**config.mk**
```make
export PLATFORM = sky130hd
export DESIGN_NAME = bira_ctrl
export DESIGN_NICKNAME = d
export VERILOG_FILES = /design/src/rtl/bira_pkg.sv /design/src/rtl/bira_sol_packer.sv /design/src/rtl/bira_ctrl.sv
export SDC_FILE = /design/constraint.sdc
export NUM_CORES = 1
export LEC_CHECK = 0
export CORE_MARGIN = 2
export CORE_UTILIZATION = 30
export DETAILED_ROUTE_END_ITERATION = 8
export GPL_TIMING_DRIVEN = 0
export PLACE_DENSITY_LB_ADDON = 0.25
export SLEW_MARGIN = 15
export SYNTH_ARGS = -nofsm -noshare
export SYNTH_HDL_FRONTEND = slang
export SYNTH_SLANG_ARGS = --single-unit
```
**constraint.sdc**
```tcl
create_clock -name clk -period 5.2 [get_ports clk]
set_clock_uncertainty 0.05 [all_clocks]
set_input_delay 1.04 -clock clk [delete_from_list [all_inputs] [get_ports clk]]
set_output_delay 1.04 -clock clk [all_outputs]
set_load 0.03 [all_outputs]
```
**src/rtl/bira_pkg.sv**
```systemverilog
// bira_pkg: shared constants, state encoding and decode helpers for the BIRA controller.
// Consumers: bira_ctrl, bira_sol_packer.
package bira_pkg;

    localparam int unsigned PCAM         = 8;
    localparam int unsigned NPCAM        = 30;
    localparam int unsigned ADDR_W       = 10;
    localparam int unsigned BANK_W       = 2;
    localparam int unsigned PIDX_W       = 3;
    localparam int unsigned NIDX_W       = 5;
    localparam int unsigned SOL_W        = 16;

    localparam int unsigned SOL_ADDR_LSB = 0;
    localparam int unsigned SOL_BANK_LSB = 10;
    localparam int unsigned SOL_RC_BIT   = 12;
    localparam int unsigned SOL_IDX_LSB  = 13;

    typedef enum logic [2:0] {
        ST_COLLECT,
        ST_FLUSH,
        ST_SEARCH,
        ST_CHECK,
        ST_EMIT,
        ST_DONE
    } state_t;

    // Row/column spare counts are kept pre-decremented, matching the RLSS encoding.
    typedef struct packed {
        logic [1:0] rows_m1;
        logic [1:0] cols_m1;
        logic [3:0] total;
    } spare_cfg_t;

    function automatic spare_cfg_t decode_spares(input logic [1:0] ss);
        spare_cfg_t c;
        case (ss)
            2'b01:   c = '{rows_m1: 2'd2, cols_m1: 2'd2, total: 4'd6};
            2'b10:   c = '{rows_m1: 2'd3, cols_m1: 2'd3, total: 4'd8};
            default: c = '{rows_m1: 2'd1, cols_m1: 2'd1, total: 4'd4};
        endcase
        return c;
    endfunction

    function automatic logic [PCAM-1:0] used_mask(input logic [3:0] cnt);
        logic [PCAM:0] m;
        m = (9'd1 << cnt) - 9'd1;
        return m[PCAM-1:0];
    endfunction

    function automatic logic [PIDX_W-1:0] lowest_set(input logic [PCAM-1:0] v);
        logic [PIDX_W-1:0] idx;
        idx = '0;
        for (int unsigned i = PCAM; i > 0; i--) begin
            if (v[i-1]) idx = PIDX_W'(i - 1);
        end
        return idx;
    endfunction

endpackage

```
**src/rtl/bira_sol_packer.sv**
```systemverilog
// bira_sol_packer: per-orientation spare usage counters and repair-solution word build.
module bira_sol_packer
    import bira_pkg::*;
(
    input  logic              clk,
    input  logic              rst,
    input  logic              clr,
    input  logic              step,
    input  logic              rc,
    input  logic [BANK_W-1:0] bank,
    input  logic [ADDR_W-1:0] row,
    input  logic [ADDR_W-1:0] col,
    output logic [SOL_W-1:0]  word
);

    logic [2:0] row_used;
    logic [2:0] col_used;

    always_ff @(posedge clk or negedge rst) begin
        if (!rst) begin
            row_used <= '0;
            col_used <= '0;
        end else if (clr) begin
            row_used <= '0;
            col_used <= '0;
        end else if (step) begin
            if (rc) col_used <= col_used + 3'd1;
            else    row_used <= row_used + 3'd1;
        end
    end

    // The index field carries the spare number before this word consumes it.
    always_comb begin
        word = '0;
        word[SOL_IDX_LSB +: 3]       = rc ? col_used : row_used;
        word[SOL_RC_BIT]             = rc;
        word[SOL_BANK_LSB +: BANK_W] = bank;
        word[SOL_ADDR_LSB +: ADDR_W] = rc ? col : row;
    end

endmodule

```
**src/rtl/bira_ctrl.sv**
```systemverilog
// bira_ctrl: BIRA sequencer - fault classification, spare candidate search, solution emit.
// Build option BIRA_DUP_FILTER_EN drops faults whose row and column hit the same pivot.
module bira_ctrl
    import bira_pkg::*;
(
    input  logic              clk,
    input  logic              rst,
    input  logic [1:0]        spare_struct,
    input  logic              test_end,
    input  logic              fault_detect,
    input  logic [ADDR_W-1:0] row_add_in,
    input  logic [ADDR_W-1:0] col_add_in,
    input  logic [BANK_W-1:0] bank_in,
    input  logic [PCAM-1:0]   pcam_row_hit,
    input  logic [PCAM-1:0]   pcam_col_hit,
    input  logic [BANK_W-1:0] pv_bank,
    input  logic [ADDR_W-1:0] pv_row,
    input  logic [ADDR_W-1:0] pv_col,
    input  logic              signal_valid,
    output logic              pcam_wr,
    output logic [PIDX_W-1:0] pcam_idx,
    output logic              npcam_wr,
    output logic [NIDX_W-1:0] npcam_idx,
    output logic [PIDX_W-1:0] npcam_ptr,
    output logic [ADDR_W-1:0] wr_row,
    output logic [ADDR_W-1:0] wr_col,
    output logic [BANK_W-1:0] wr_bank,
    output logic [PIDX_W-1:0] pv_rd_idx,
    output logic [PCAM-1:0]   DSSS,
    output logic [3:0]        RLSS,
    output logic              early_term,
    output logic              repair,
    output logic              done,
    output logic              sol_valid,
    output logic [SOL_W-1:0]  solution
);

    state_t            state_q, state_d;
    spare_cfg_t        cfg;
    logic [3:0]        pcam_cnt;
    logic [NIDX_W-1:0] npcam_cnt;
    logic [PCAM-1:0]   cand;
    logic [PCAM-1:0]   mask;
    logic [PIDX_W-1:0] emit_idx;
    logic              emit_last;
    logic [PCAM-1:0]   byp_row, byp_col, row_hit, col_hit;
    logic              take_fault, any_hit, drop;
    logic              new_pivot, new_np, overflow, do_pwr, do_nwr;
    logic [SOL_W-1:0]  pack_word;

    // Fault classification; the entry being written this cycle is not yet in the CAM.
    always_comb begin
        cfg     = decode_spares(spare_struct);
        mask    = used_mask(pcam_cnt);
        byp_row = '0;
        byp_col = '0;
        if (pcam_wr) begin
            byp_row[pcam_idx] = (wr_row == row_add_in);
            byp_col[pcam_idx] = (wr_col == col_add_in);
        end
        row_hit    = pcam_row_hit | byp_row;
        col_hit    = pcam_col_hit | byp_col;
        any_hit    = |(row_hit | col_hit);
`ifdef BIRA_DUP_FILTER_EN
        drop       = |(row_hit & col_hit);
`else
        drop       = 1'b0;
`endif
        take_fault = (state_q == ST_COLLECT) && fault_detect;
        new_pivot  = take_fault && !any_hit;
        new_np     = take_fault && any_hit && !drop;
        overflow   = (new_pivot && (pcam_cnt == cfg.total)) ||
                     (new_np && (npcam_cnt == NIDX_W'(NPCAM)));
        do_pwr     = new_pivot && !overflow;
        do_nwr     = new_np && !overflow;
        emit_last  = ({1'b0, emit_idx} == (pcam_cnt - 4'd1));
    end

    always_ff @(posedge clk or negedge rst) begin
        if (!rst) state_q <= ST_COLLECT;
        else      state_q <= state_d;
    end

    always_comb begin
        state_d = state_q;
        case (state_q)
            ST_COLLECT: if (overflow)                state_d = ST_DONE;
                        else if (test_end)           state_d = ST_FLUSH;
            ST_FLUSH:   state_d = (pcam_cnt == '0) ? ST_DONE : ST_SEARCH;
            ST_SEARCH:  state_d = ST_CHECK;
            ST_CHECK:   if (signal_valid)            state_d = ST_EMIT;
                        else if (cand == mask)       state_d = ST_DONE;
                        else                         state_d = ST_SEARCH;
            ST_EMIT:    if (emit_last)               state_d = ST_DONE;
            default:    state_d = ST_DONE;
        endcase
    end

    always_ff @(posedge clk or negedge rst) begin
        if (!rst) begin
            pcam_wr    <= 1'b0;
            npcam_wr   <= 1'b0;
            pcam_idx   <= '0;
            npcam_idx  <= '0;
            npcam_ptr  <= '0;
            wr_row     <= '0;
            wr_col     <= '0;
            wr_bank    <= '0;
            pcam_cnt   <= '0;
            npcam_cnt  <= '0;
            cand       <= '0;
            emit_idx   <= '0;
            early_term <= 1'b0;
            repair     <= 1'b0;
        end else begin
            pcam_wr  <= do_pwr;
            npcam_wr <= do_nwr;
            if (do_pwr) begin
                pcam_idx <= pcam_cnt[PIDX_W-1:0];
                pcam_cnt <= pcam_cnt + 4'd1;
            end
            if (do_nwr) begin
                npcam_idx <= npcam_cnt;
                npcam_ptr <= lowest_set(row_hit | col_hit);
                npcam_cnt <= npcam_cnt + 5'd1;
            end
            if (do_pwr || do_nwr) begin
                wr_row  <= row_add_in;
                wr_col  <= col_add_in;
                wr_bank <= bank_in;
            end
            case (state_q)
                ST_COLLECT: if (overflow) early_term <= 1'b1;
                ST_FLUSH: begin
                    cand <= '0;
                    if (pcam_cnt == '0) repair <= 1'b1;
                end
                ST_CHECK: begin
                    if (signal_valid)      emit_idx <= '0;
                    else if (cand != mask) cand     <= cand + 8'd1;
                end
                ST_EMIT: begin
                    if (emit_last) repair   <= 1'b1;
                    else           emit_idx <= emit_idx + 3'd1;
                end
                default: ;
            endcase
        end
    end

    bira_sol_packer u_packer (
        .clk  (clk),
        .rst  (rst),
        .clr  (state_q != ST_EMIT),
        .step (state_q == ST_EMIT),
        .rc   (DSSS[emit_idx]),
        .bank (pv_bank),
        .row  (pv_row),
        .col  (pv_col),
        .word (pack_word)
    );

    always_comb begin
        done      = (state_q == ST_DONE);
        sol_valid = (state_q == ST_EMIT);
        pv_rd_idx = emit_idx;
        DSSS      = cand & mask;
        RLSS      = {cfg.rows_m1, cfg.cols_m1};
        solution  = sol_valid ? pack_word : '0;
    end

endmodule

```
==> results of run 1 <==
cells in the final DEF, fill, tap and decap left out, types with 4 or more instances in the layout:
cell type and instances:
clkbuf_16 9, nand4_1 11, a211oi_1 5, a21oi_1 17, xnor2_1 29, dlygate4sd2_1 6
buf_6 4, dfrtp_1 63, ha_1 22, mux2i_1 17, a31oi_1 4, o22a_1 4
and3_1 5, nor2b_1 5, nand2_1 29, clkdlybuf4s50_1 121, inv_1 16, nor3_1 6
mux2_2 5, nor2_1 35, mux2_4 20, clkbuf_1 8, or2_2 4, xor2_1 13
o21ai_0 13, nor4_1 8, clkbuf_2 5
final cells by class:
type                    count  area share
flip-flops and latches     66       0.272
inverters                  16     0.00987
clock buffers               9      0.0370
repair buffers            137       0.223
plain buffers              19      0.0210
multi-input cells         298       0.384
well taps                 176      0.0362
clock inverters             7      0.0169
worst reg2reg max path: cells and delay by family (launching register included):
kind            cells  cell delay [ps]
flops               1              470
simple gates        4              870
buf+inv             2              400
fa+ha+maj           3              720
compound gates      6             1210
cells by family (layout without fill, tap and decap cells):
kind of cell | count (synthesis) | count (layout) | share of synthesized area
and+or+nand+nor | 124 | 124 | 0.152
muxes | 47 | 47 | 0.146
adders and majority gates | 25 | 25 | 0.0758
DFF | 66 | 66 | 0.400
buffers and inverters | 37 | 188 | 0.0424
xor gates and xnor gates | 42 | 42 | 0.0891
AOI/OAI and AO/OA | 60 | 60 | 0.0948
power by group:
part	total, mW	switching [mW]	internal (mW)
sequential	0.839	0.162	0.676
clock	0.672	0.248	0.424
combinational	1.25	0.641	0.613
total	2.76	1.05	1.71
metal layers:
| metal | vias up | track usage |
|---|---|---|
| met5 | - | 0 |
| met4 | 0 | 0.0496 |
| met3 | 8 | 0.0381 |
| met2 | 97 | 0.249 |
| met1 | 1660 | 0.191 |
| li1 | 1707 | - |
worst max-delay path by stage:
stage / from / to / slack, ps / cells after the start
global route: pcam_cnt[1] / solution[7] / 7 / 15
floorplan: pcam_cnt[0] / solution[13] / 370 / 15
global placement: pcam_cnt[1] / solution[9] / -560 / 16
CTS: pcam_cnt[0] / solution[9] / 9 / 15
detailed placement: pcam_cnt[0] / solution[14] / -720 / 16
finish: pcam_cnt[0] / solution[7] / 200 / 15
state kept, by name (all words and copies together), names as in the netlist:
signal / flops
wr_bank: 2
pv_rd_idx: 3
npcam_wr: 1
state_q: 3
pcam_wr: 1
u_packer.col_used: 3
early_term: 1
npcam_idx: 5
repair: 1
u_packer.row_used: 3
wr_row: 10
npcam_cnt: 5
npcam_ptr: 3
cand: 8
pcam_cnt: 4
wr_col: 10
pcam_idx: 3
timing repair:
| item | CTS | global route |
|---|---|---|
| hold buffers | 0 | 0 |
| cloned | 0 | 0 |
| buffers inserted | 0 | 0 |
| resized for setup | 30 | 17 |
| hold endpoints to repair | 0 | 0 |
| endpoints found under the setup margin | 14 | 8 |
per-stage QoR:
stage | TNS [ps] | instance area, µm²
after floorplan | 0 | 4130
after global placement | -5460 | 5710
after detailed placement | -7710 | 5740
after CTS | 0 | 6080
after global routing | 0 | 6090
final | 0 | 6090
==> summary.md, run 1 <==
| Metric | Value |
|---|---|
| Worst R2R Start | `pcam_cnt[0]` |
| Met3 WL | `636 µm` |
| Synth top area share | `0.400` |
| Max Buffers Root-to-Sink | `2` |
| H-tree lvl count | `3` |
| Worst Slack Setup Final | `201 ps` |
| Pre-CTS WS | `-718 ps` |
| Slowest cell on the critical path | `mux4_2` |
| Vias | `between 3000 and 4000` |
| Die Ht | `between 100 and 150 µm` |
| Clk sinks | `66` |
| Power Total | `2.76 mW` |
| Routed wl met2 | `5.23 mm` |
| CTS Buf Count | `9` |
| Hold WS | `429 ps` |
| DR iter-0 viols | `139` |
| HP Class | `flip-flop to flip-flop` |
| Core Area | `13300 µm²` |
| Reg2reg setup slack | `around 1400 ps` |
| Avg Cell Area, Syn | `10.3 µm²` |
| Die Area | `about 15000 µm²` |
| Synth Instances | `between 400 and 500` |
| Antenna diode count | `0` |
| Final Hold Vio Count | `0` |
| Drt wl/cell | `between 10 and 15 µm` |
| Largest net degree at the start of global routing | `46` |
| Final Cycle Share | `0.961` |
| Max_cap viols | `0` |
| FF-to-FF End | `cand[7]` |
| WP data required | `4110 ps` |
| Post-synth EDFFs | `0` |
| Fill cells | `1291` |
| Post-synthesis async set-or-reset flop share | `1.00` |
| Nets@finish | `639` |
| Starting Density | `0.309` |
| Setup violators final | `0` |
| Residual DRC | `0` |
| Tmin final | `around 5000 ps` |
| Seq. cell area | `between 1500 and 2000 µm²` |
| Hold EP | `early_term` |
| Post-Syn Nets | `493` |
| Global route overflow | `0` |
| GPL Wtd Cong | `0.790` |
| Clock latency on the worst-skew pair | `340 ps` |
| Final-report max-slew violation count | `0` |
| Top Ports | `137` |
| First-pass GRT wire length | `17.4 mm` |
| Placement Rows | `42` |
| Hold_sp | `early_term` |
| Status | `completed` |
| Relative slew slack | `0.216` |
| Slew at the pin with the worst max-slew slack | `1170 ps` |
| Setup Crit Path Kind | `flip-flop to primary output` |
| CP Data Arrival Time | `3910 ps` |
| 1st-pass router iterations | `4` |
| Post-Layout Cell Count | `~730` |
| Finished Core Util | `0.456` |
| Ys flop type | `dfrtp_1` |
| Placed Cells | `714` |
| Register area share after synthesis | `0.400` |
| Top Layer Used | `met4` |
| All-layer global routing usage | `0.150` |
| Count leader, synth | `dfrtp_1` |
| Maximum vdd drop | `181 µV` |
| Crit start category | `flip-flop` |
| CTS tree | `yes` |
| Critical Path Max Stage Delay | `490 ps` |
| Wl on met1 | `4.90 mm` |
| Pleak | `2.69 nW` |
| Yosys warnings | `0` |
| CP Cell Sequence | `inv_1 -> ha_4 -> nand2_2 -> ha_2 -> nand2b_1 -> o311ai_1 -> a31oi_1 -> ha_1 -> mux4_2 -> mux2i_4 -> buf_8 -> buf_6 -> mux2i_1 -> nor2_1 -> clkdlybuf4s15_2` |
| Die Wd | `121 µm` |
| Final HPWL DP | `between 8 and 9 mm` |
| Routed WL | `~11 mm` |
| Area occupied by multi-input gates | `2340 µm²` |
| Clk Tree Root Cell | `clkbuf_16` |
| Clk slew on worst S/H paths | `around 60 ps` |
| Vias in the first global route | `around 3500` |
| Initial antenna violation count | `0` |
| Commonest cells post-synth | `dfrtp_1 (66), nor2_1 (36), nand2_1 (30)` |
| Hold Path Stages | `1` |
| Share of cells above drive strength 1 | `0.145` |
| Crit Path Max Fanout | `10` |
| Yosys cell types | `51` |
| Via density | `4.77` |
| Port bufs | `136` |
| RSZ-0062 raised after global routing | `no` |
| Peak Freq | `200 MHz` |
| Yosys reg bits | `66` |
| Synthesized area | `4130 µm²` |
| Top delay family on crit path | `multiplexers` |
| Area Growth Syn to Fin | `47.4%` |
| Yosys top cell by area | `dfrtp_1` |
| Antenna Nets Post-Route | `0` |
| Bufs and invs on worst path | `4` |
| Cell Pwr Density | `454 nW/µm²` |
| Crit end category | `primary output` |
| R2R cell count | `15` |
| Top cells by area, synth | `dfrtp_1 (40%), ha_1 (7.6%), mux2_4 (7.3%)` |
(Power assumes the default switching activity.)
==> run 2, diff against run 1 <==
--- a/config.mk
+++ b/config.mk
@@ -8,6 +8,7 @@
 export CORE_MARGIN = 2
 export CORE_UTILIZATION = 30
 export DETAILED_ROUTE_END_ITERATION = 8
+export GPL_ROUTABILITY_DRIVEN = 0
 export GPL_TIMING_DRIVEN = 0
 export PLACE_DENSITY_LB_ADDON = 0.25
 export SLEW_MARGIN = 15
==> constraint.sdc (replaced) <==
create_clock -name clk -period 6 [get_ports clk]
set_clock_uncertainty 0.05 [all_clocks]
set_input_delay 1.2 -clock clk [delete_from_list [all_inputs] [get_ports clk]]
set_output_delay 1.2 -clock clk [all_outputs]
set_load 0.03 [all_outputs]
==> summary.md, run 2 (same netlist as run 1, synthesis figures left out) <==
| Metric | Value |
|---|---|
| Crit end category | `primary output (unchanged)` |
| Peak Freq | `around 180 MHz` |
| Slowest cell on the critical path | `clkdlybuf4s50_1 (was mux4_2)` |
| Hold_sp | `early_term (unchanged)` |
| Fill cells | `1290 (was 1291)` |
| Crit Path Max Fanout | `10 (unchanged)` |
| Port bufs | `136 (unchanged)` |
| Area Growth Syn to Fin | `47.2% (was 47.4%)` |
| Most common cell after layout, fill and taps aside | `clkdlybuf4s50_1 (unchanged)` |
| Clk slew on worst S/H paths | `60 ps (about the same)` |
| Residual DRC | `0 (unchanged)` |
| Clk Tree Root Cell | `clkbuf_16 (unchanged)` |
| CTS tree | `yes (unchanged)` |
| Power Total | `2.40 mW (was 2.76 mW)` |
| Core Area | `13300 µm² (unchanged)` |
| Via density | `4.79 (was 4.77)` |
| WP data required | `4750 ps (was 4110 ps)` |
| Vias in the first global route | `3472 (was 3476)` |
| Cell Pwr Density | `395 nW/µm² (was 454 nW/µm²)` |
| Tmin final | `between 5000 and 6000 ps` |
| CP Cell Sequence | `clkbuf_1 -> nor2_1 -> nand2_1 -> ha_1 -> nand2b_1 -> o311ai_0 -> a31oi_1 -> ha_1 -> mux4_2 -> mux2i_4 -> buf_6 -> mux2i_1 -> nor2_1 -> clkdlybuf4s50_1 (was inv_1 -> ha_4 -> nand2_2 -> ha_2 -> nand2b_1 -> o311ai_1 -> a31oi_1 -> ha_1 -> mux4_2 -> mux2i_4 -> buf_8 -> buf_6 -> mux2i_1 -> nor2_1 -> clkdlybuf4s15_2)` |
| Final Hold Vio Count | `0 (unchanged)` |
| Global route overflow | `0 (unchanged)` |
| Placed Cells | `714 (unchanged)` |
| H-tree lvl count | `3 (unchanged)` |
| Starting Density | `0.309 (unchanged)` |
| First-pass GRT wire length | `17.4 mm (about the same)` |
| Slew at the pin with the worst max-slew slack | `1170 ps (about the same)` |
| Die Area | `14700 µm² (unchanged)` |
| Die Ht | `121 µm (unchanged)` |
| RSZ-0062 raised after global routing | `no (unchanged)` |
| Regs by FF count | `wr_col: 10 flops, wr_row: 10 flops, cand: 8 flops (unchanged)` |
| Maximum vdd drop | `157 µV (was 181 µV)` |
| HP Class | `flip-flop to flip-flop (unchanged)` |
| DR iter-0 viols | `156 (was 139)` |
| CTS Buf Count | `9 (unchanged)` |
| Antenna diode count | `0 (unchanged)` |
| Nets@finish | `641 (was 639)` |
| Postcts setup bufs | `0 (unchanged)` |
| Placement Rows | `42 (unchanged)` |
| Reg2reg setup slack | `1790 ps (was 1410 ps)` |
| Hold Path Stages | `1 (unchanged)` |
| Share of cells above drive strength 1 | `0.119 (was 0.145)` |
| Largest net degree at the start of global routing | `46 (unchanged)` |
| Worst R2R Start | `pcam_cnt[0] (unchanged)` |
| Worst Setup SP | `pcam_cnt[2] (was pcam_cnt[0])` |
| Pleak | `2.69 nW (about the same)` |
| Clk sinks | `66 (unchanged)` |
| Most frequent cells in the layout | `clkdlybuf4s50_1 (126), dfrtp_1 (64), nor2_1 (36) (was clkdlybuf4s50_1 (121), dfrtp_1 (63), nor2_1 (35))` |
| Setup violators final | `0 (unchanged)` |
| Max_cap viols | `0 (unchanged)` |
| Crit start category | `flip-flop (unchanged)` |
| Setup TNS | `0 ps (unchanged)` |
| Antenna Nets Post-Route | `0 (unchanged)` |
| 1st-pass router iterations | `4 (unchanged)` |
| Initial antenna violation count | `0 (unchanged)` |
| Status | `completed (unchanged)` |
| Hold WS | `429 ps (about the same)` |
| CP Data Arrival Time | `4430 ps (was 3910 ps)` |
| Final HPWL DP | `8.20 mm (unchanged)` |
| Setup Crit Path Kind | `flip-flop to primary output (unchanged)` |
| Final Cycle Share | `0.946` |
| Vias | `3495 (was 3472)` |
| All-layer global routing usage | `0.150 (about the same)` |
| Drt wl/cell | `14.9 µm (about the same)` |
| Die Wd | `121 µm (unchanged)` |
| FF-to-FF End | `cand[7] (unchanged)` |
| Max Buffers Root-to-Sink | `2 (unchanged)` |
| Relative slew slack | `0.216 (about the same)` |
| Routed WL | `10.9 mm (about the same)` |
| Top Ports | `137 (unchanged)` |
| Clock latency on the worst-skew pair | `340 ps (about the same)` |
| Hold_buf cts | `0 (unchanged)` |
| R2R cell count | `16 (was 15)` |
| Hold EP | `early_term (unchanged)` |
| Critical Path Max Stage Delay | `610 ps (was 490 ps)` |
| Final-report max-slew violation count | `0 (unchanged)` |
| Post-Layout Cell Count | `730 (was 728)` |
[run 2: worst max-delay path by stage]
stage                         to  slack, ps  cells after the start
floorplan           solution[13]       1010                     15
global placement     solution[9]         80                     16
detailed placement  solution[14]        -80                     16
CTS                  solution[1]         30                     15
global route        solution[13]         30                     16
finish               solution[0]        320                     14
[run 2: timing repair]
item / 4_1_cts / 5_1_grt
gates cloned: 0 / 0
resized for setup: 11 / 5
pin swaps: 0 / 0
setup endpoints to repair: 14 / 13
[run 2: layer usage]
| layer | wire length, µm | global-route usage | part of all wire | vias up |
|---|---|---|---|---|
| li1 | - | - | - | 1715 |
| met1 | 4930 | 0.191 | 0.45 | 1662 |
| met2 | 5180 | 0.246 | 0.48 | 110 |
| met3 | 634 | 0.0381 | 0.058 | 8 |
| met4 | 116 | 0.0503 | 0.011 | 0 |
| met5 | 0 | 0 | 0 | - |
[run 2: cell type report]
class,instances,area [µm²],area share
buffer,21,124,0.0204
clock buffer,9,225,0.0370
clock inverter,7,103,0.0169
inverter,16,60.1,0.00988
multi-input combinational,298,2310,0.381
sequential,66,1650,0.272
tap,176,220,0.0362
timing repair buffer,137,1380,0.227
[run 2: stage by stage]
step           setup slack [ps]  area [µm²]   util
6_report                    323        6080  0.455
5_1_grt                    33.0        6080  0.455
4_1_cts                    30.3        6060  0.454
3_5_place_dp              -78.2        5740  0.430
3_3_place_gp               75.2        5710  0.428
2_1_floorplan              1010        4130      -
[run 2: power by group]
part	internal [mW]	total [mW]	switching, mW
logic	0.535	1.09	0.555
registers	0.586	0.727	0.141
clock network	0.367	0.584	0.217
total	1.49	2.40	0.912
[run 2: worst max-delay path: cells and delay by family, from the launching register on]
family,cells,cell delay (ps)
multiplexers,3,920
adder cells (fa/ha/maj),2,490
AO/OA/AOI/OAI,2,540
buffers and inverters,3,1180
flip-flops,1,450
AND/OR/NAND/NOR,4,510
==> patch 1 (flow settings as in run 1) <==
Set the package constant `BANK_W` to 3 (it was 2).
--- a/src/rtl/bira_pkg.sv
+++ b/src/rtl/bira_pkg.sv
@@ -5,7 +5,7 @@
     localparam int unsigned PCAM         = 8;
     localparam int unsigned NPCAM        = 30;
     localparam int unsigned ADDR_W       = 10;
-    localparam int unsigned BANK_W       = 2;
+    localparam int unsigned BANK_W       = 3;
     localparam int unsigned PIDX_W       = 3;
     localparam int unsigned NIDX_W       = 5;
     localparam int unsigned SOL_W        = 16;
Ports: changed (resized bank_in, pv_bank and wr_bank); port bits go from 137 to 140. The function was not compared with the original's and may differ.
==> patch 1 against run 1 <==
Register-to-register slack lost 0.02 ns. Total power down 1.9%. Worst setup slack improved by 0.018 ns. Cell area increased by 2.1%. Cell count increased by 3.4%. Wire length shrank 0.99%. Die area grew 3.6%. Sequential share of layout area down 0.17 points. Sequential cell count is 1 higher. Synthesized area increased by 3.8%. Critical path type unchanged. Critical endpoint is now solution[6]. Largest cell class unchanged. Highest routed layer unchanged.
==> patch 1: results (changes against run 1) <==
The complex-gate fraction of the synthesized area came out at 8.73% (was 9.48%). The via count of the first global-routing pass came out at 3662 (was 3476). The data arrival time of the critical path is 3.89 ns (was 3.91 ns). The worst slew margin relative to its limit came to 50.8% (was 21.6%). The type of origin of the critical path was a flop (unchanged). The number of vias after detailed routing was 3596 (was 3472).

Synth cell count leaders: sky130_fd_sc_hd__dfrtp_1, sky130_fd_sc_hd__nor2_1, sky130_fd_sc_hd__nand2_1 (unchanged). The number of nets produced by synthesis is 512 (was 493). The post-synthesis share of cell area spent on xor and xnor gates came out at 9.00% (was 8.91%). The leakage dissipation is 2.85 nW (was 2.69 nW).

The count of buffers inserted at the top-level ports came out at 139 (was 136). The count of routing violations after the opening detailed-route iteration is 204 (was 139). The longest individual stage delay on the worst path came to 0.46 ns (was 0.49 ns). The worst hold-check slack came to 0.405 ns (was 0.429 ns). The post-synthesis cell type count came out at 59 (was 51).

The total of fill cells in the finished design came to 1332 (was 1291). The power spent charging and discharging nets is 1.05 mW (about the same). The placed wire-length estimate is 8390 um (was 8200 um). The peak supply drop was 268 uV (was 181 uV). The start point of the worst min-delay path was repair (was early_term). The number of resized instances in the post-cts repair step is 25 (was 30). Run status: complete, no violations (unchanged). The routability congestion estimate from global placement was 0.804 (was 0.790). Synth area leaders: sky130_fd_sc_hd__dfrtp_1, sky130_fd_sc_hd__mux2_4, sky130_fd_sc_hd__ha_1, sky130_fd_sc_hd__xor2_1, sky130_fd_sc_hd__mux2i_1 (was sky130_fd_sc_hd__dfrtp_1, sky130_fd_sc_hd__ha_1, sky130_fd_sc_hd__mux2_4, sky130_fd_sc_hd__xnor2_1, sky130_fd_sc_hd__mux2i_1). The mux share of post-synthesis cell area is 14.4% (was 14.6%). The routed length on met3 was 898 um (was 636 um).

The layout cell share with drive strength beyond 1 is 13.3% (was 14.5%). The detailed-routing wirelength on met1 came to 4920 um (was 4900 um). The routed wire length is 10800 um (was 10900 um). The routed length on met2 came out at 4760 um (was 5230 um).

The worst reg-to-reg setup slack came out at 1.39 ns (was 1.41 ns). The count of buffers added by post-CTS timing repair for setup is 2 (was 0). The critical path's top delay family is buffers and inverters (was multiplexers). The fraction of the yosys area taken by sequential cells is 39.1% (was 40.0%). The largest net degree at the start of global routing is 58 (was 46).

The final-stage net count came out at 664 (was 639).
## patch 1: changes by cell type after synthesis, moves of 5 or more
| cell | delta |
|---|---|
| sky130_fd_sc_hd__a21oi_1 | -6 |
| sky130_fd_sc_hd__nand3_1 | +5 |
| sky130_fd_sc_hd__nor2_1 | +7 |
| sky130_fd_sc_hd__o21ai_1 | +6 |
| sky130_fd_sc_hd__xnor2_1 | -11 |
| sky130_fd_sc_hd__xor2_1 | +13 |
## patch 1: through the flow
step	cell area [um^2]	setup slack, ns	cells	utilization [%]	setup TNS (ns)
6_report	6210	0.219	753	44.6	0
5_1_grt	6210	0.00219	753	44.6	0
4_1_cts	6230	0.00831	754	44.7	0
3_5_place_dp	5930	-0.323	738	42.5	-2.33
3_3_place_gp	5900	-0.282	737	42.3	-1.99
2_1_floorplan	4280	0.432	418	-	0
## patch 1: power groups by stage
stage	Combinational (mW)	Sequential, mW	Clock [mW]
finish	1.27	0.852	0.592
global route	1.36	0.879	0.639
CTS	1.28	0.853	0.613
detailed placement	1.29	0.856	0
global placement	1.28	0.850	0
floorplan	0.546	1.08	0
## patch 1: cell type report
type | count | area share [%]
plain buffers | 18 | 1.87
clock buffers | 11 | 3.91
clock inverters | 3 | 0.645
inverters | 16 | 0.987
multi-input cells | 316 | 39.3
flip-flops and latches | 67 | 27.0
well taps | 180 | 3.63
repair buffers | 142 | 22.6
## patch 1: worst paths after layout
check | endpoint
max in group asynchronous | pcam_cnt[1]
max | solution[6]
min | repair
max reg2reg | cand[7]
min reg2reg | repair
min in group asynchronous | cand[3]
## patch 1: per-layer routing
layer  up-vias  GRT usage (%)
met1      1681           17.9
met4         0           6.53
met3        13           4.38
met5         -              0
met2       127           24.0
li1       1775              -
==> patch 2 (settings of run 1) <==
Made on the original files. The output `npcam_wr` loses its register stage (`npcam_wr` becomes a continuous assignment).
--- a/src/rtl/bira_ctrl.sv
+++ b/src/rtl/bira_ctrl.sv
@@ -99,7 +99,6 @@
     always_ff @(posedge clk or negedge rst) begin
         if (!rst) begin
             pcam_wr    <= 1'b0;
-            npcam_wr   <= 1'b0;
             pcam_idx   <= '0;
             npcam_idx  <= '0;
             npcam_ptr  <= '0;
@@ -114,7 +113,6 @@
             repair     <= 1'b0;
         end else begin
             pcam_wr  <= do_pwr;
-            npcam_wr <= do_nwr;
             if (do_pwr) begin
                 pcam_idx <= pcam_cnt[PIDX_W-1:0];
                 pcam_cnt <= pcam_cnt + 4'd1;
@@ -148,6 +146,8 @@
         end
     end
 
+    assign npcam_wr = do_nwr;
+
     bira_sol_packer u_packer (
         .clk  (clk),
         .rst  (rst),
Formal check against the unedited RTL: not equivalent (a bounded check fails within 4 cycles, from zero or initial values and one cycle with rst low).
==> patch 2 against run 1 <==
Clock power hardly changed. Total power is 0.30% lower. Cell area is 0.16% higher. Largest cell class unchanged. Critical endpoint is now solution[6]. Combinational power hardly changed. Die area is 0.58% lower. Synthesized area is 0.61% lower. Wire length is 1.0% lower. Global-route usage is 0.22 points higher. Sequential cell count is 1 lower. Worst setup slack better by 0.047 ns.
==> patch 2: results (changes against run 1) <==
The first-pass GRT wire length is 17500 um (was 17400 um). The largest net degree at the start of global routing is 37 (was 46). The number of vias after detailed routing was 3518 (was 3472). The final-stage net count came to 640 (was 639). The number of instances in the synthesized netlist is 400 (was 401). The data arrival time of the critical path is 3.86 ns (was 3.91 ns).

The maximum root-to-sink buffer count came out at 2 (unchanged). The path class of the lowest-slack min-delay path is reg -> reg (unchanged). The count of routing violations after the opening detailed-route iteration came out at 151 (was 139). The number of diodes added for antenna fixing is 0 (unchanged).

The leakage dissipation was 2.64 nW (was 2.69 nW). The layout cell share with drive strength beyond 1 came out at 15.2% (was 14.5%). The depth of the CTS H-tree is 3 (unchanged). The highest metal layer with signal wires is met4 (unchanged).

The highest clock frequency the design can meet came out at 202 MHz (was 200 MHz). The worst slew margin relative to its limit was 59.4% (was 21.6%). The maximum net fanout on the critical path came out at 10 (unchanged). The via count of the first global-routing pass came out at 3633 (was 3476). Biggest registers after layout: wr_col x10, wr_row x10, cand x8 (unchanged). The post-synthesis cell type count came out at 51 (unchanged). The buffer type at the clock tree root is sky130_fd_sc_hd__clkbuf_16 (unchanged). The routed length on met2 came out at 5270 um (was 5230 um).

The post-place setup slack came to -0.460 ns (was -0.718 ns). The number of buffers created by CTS was 9 (unchanged). The worst reg-to-reg setup slack is 1.24 ns (was 1.41 ns). The initial antenna violation count came out at 0 (unchanged). The worst-skew pair later-pin latency came to 0.34 ns (about the same).

The average detailed-routed wire length per instance is 14.8 um (was 14.9 um). The detailed-routing wirelength on met1 came out at 4810 um (was 4900 um). The proportion of synthesized flip-flops having asynchronous set or reset came to 100% (unchanged). The worst hold-check slack is 0.422 ns (was 0.429 ns). The fraction of the yosys area taken by sequential cells is 39.6% (was 40.0%).

The combined global-route utilization of all metal layers is 15.2% (was 15.0%). Run status: complete, no violations (unchanged). The total of fill cells in the finished design came out at 1254 (was 1291). Synth cell count leaders: sky130_fd_sc_hd__dfrtp_1, sky130_fd_sc_hd__nor2_1, sky130_fd_sc_hd__nand2_1 (unchanged). The number of nets produced by synthesis came out at 492 (was 493). The count of buffers inserted at the top-level ports came out at 136 (unchanged). Synth area leaders: sky130_fd_sc_hd__dfrtp_1, sky130_fd_sc_hd__ha_1, sky130_fd_sc_hd__mux2_4, sky130_fd_sc_hd__xnor2_1, sky130_fd_sc_hd__mux2i_1 (unchanged).

The peak supply drop was 293 uV (was 181 uV). The power spent charging and discharging nets came out at 1.04 mW (was 1.05 mW). The clock slew seen by the registers of the worst setup and hold paths came out at 0.06 ns (about the same). The routed length on met3 is 563 um (was 636 um). The routed wire length was 10800 um (was 10900 um).

The placed wire-length estimate came out at 8120 um (was 8200 um). The routability congestion estimate from global placement is 0.832 (was 0.790). The number of iterations in the first detailed-routing pass came out at 5 (was 4). The cell count after placement is 713 (was 714). The placed cell area is 5700 um^2 (was 5740 um^2). The synthesis warning total is 0 (unchanged).
## patch 2: changes by cell type in the layout (fill, tap and decap cells not counted), sizes merged, moves of 2 or more
cell	run 1	this run
buf	12	14
clkbuf	23	19
clkdlybuf4s15	2	9
clkinv	3	1
clkinvlp	1	3
## patch 2: final timing paths
path,startpoint,to,depth (start not counted)
min reg2reg,early_term,early_term,1
max in group asynchronous,rst,pcam_cnt[1],2
max reg2reg,pcam_cnt[2],cand[7],15
min,early_term,early_term,1
min in group asynchronous,rst,u_packer.col_used[2],1
max,pcam_cnt[0],solution[6],15
## patch 2: power groups by stage
stage | logic, mW | registers [mW] | clock network (mW)
after floorplan | 0.511 | 1.07 | 0
after global placement | 1.24 | 0.832 | 0
after detailed placement | 1.26 | 0.843 | 0
after CTS | 1.27 | 0.836 | 0.694
after global routing | 1.34 | 0.861 | 0.715
final | 1.25 | 0.833 | 0.671
## patch 2: cells by family (layout without fill, tap and decap cells)
logic type      count (synthesis)  count (layout)  share of synthesized area, %
xor+xnor                       42              42                          8.96
mux                            47              47                          14.7
fa+ha+maj                      25              25                          7.62
buf+inv                        37             190                          4.27
compound gates                 60              60                          9.54
simple gates                  124             124                          15.2
flops                          65              65                          39.6
## patch 2: what timing repair did
item	CTS	global route
setup buffers	2	0
endpoints found under the setup margin	14	15
endpoints found under the hold margin	0	0
resized for setup	42	7
## patch 2: critical path, stage by stage, from the launching register on
cell and delay [ns]:
sky130_fd_sc_hd__dfrtp_2 0.44, sky130_fd_sc_hd__inv_1 0.16, sky130_fd_sc_hd__ha_4 0.23, sky130_fd_sc_hd__nand2_2 0.10, sky130_fd_sc_hd__ha_2 0.24, sky130_fd_sc_hd__nand2b_1 0.10, sky130_fd_sc_hd__o311ai_0 0.30, sky130_fd_sc_hd__a31oi_1 0.15
sky130_fd_sc_hd__ha_1 0.21, sky130_fd_sc_hd__mux4_2 0.47, sky130_fd_sc_hd__mux2i_2 0.23, sky130_fd_sc_hd__buf_6 0.18, sky130_fd_sc_hd__buf_6 0.16, sky130_fd_sc_hd__mux2i_1 0.20, sky130_fd_sc_hd__nor2_1 0.06, sky130_fd_sc_hd__clkdlybuf4s15_2 0.30
## patch 2: final cells by class
cell class	instances	area, um^2	area share, %
well taps	176	220	3.61
plain buffers	19	124	2.03
repair buffers	139	1400	22.9
inverters	16	60.1	0.985
clock inverters	6	91.3	1.50
flip-flops and latches	65	1630	26.7
clock buffers	10	239	3.92
multi-input cells	298	2330	38.3
## patch 2: layer usage
layer,vias to the layer above,track usage [%]
met2,93,25.9
met3,11,4.51
met5,-,0
met4,0,5.38
met1,1709,18.2
li1,1705,-
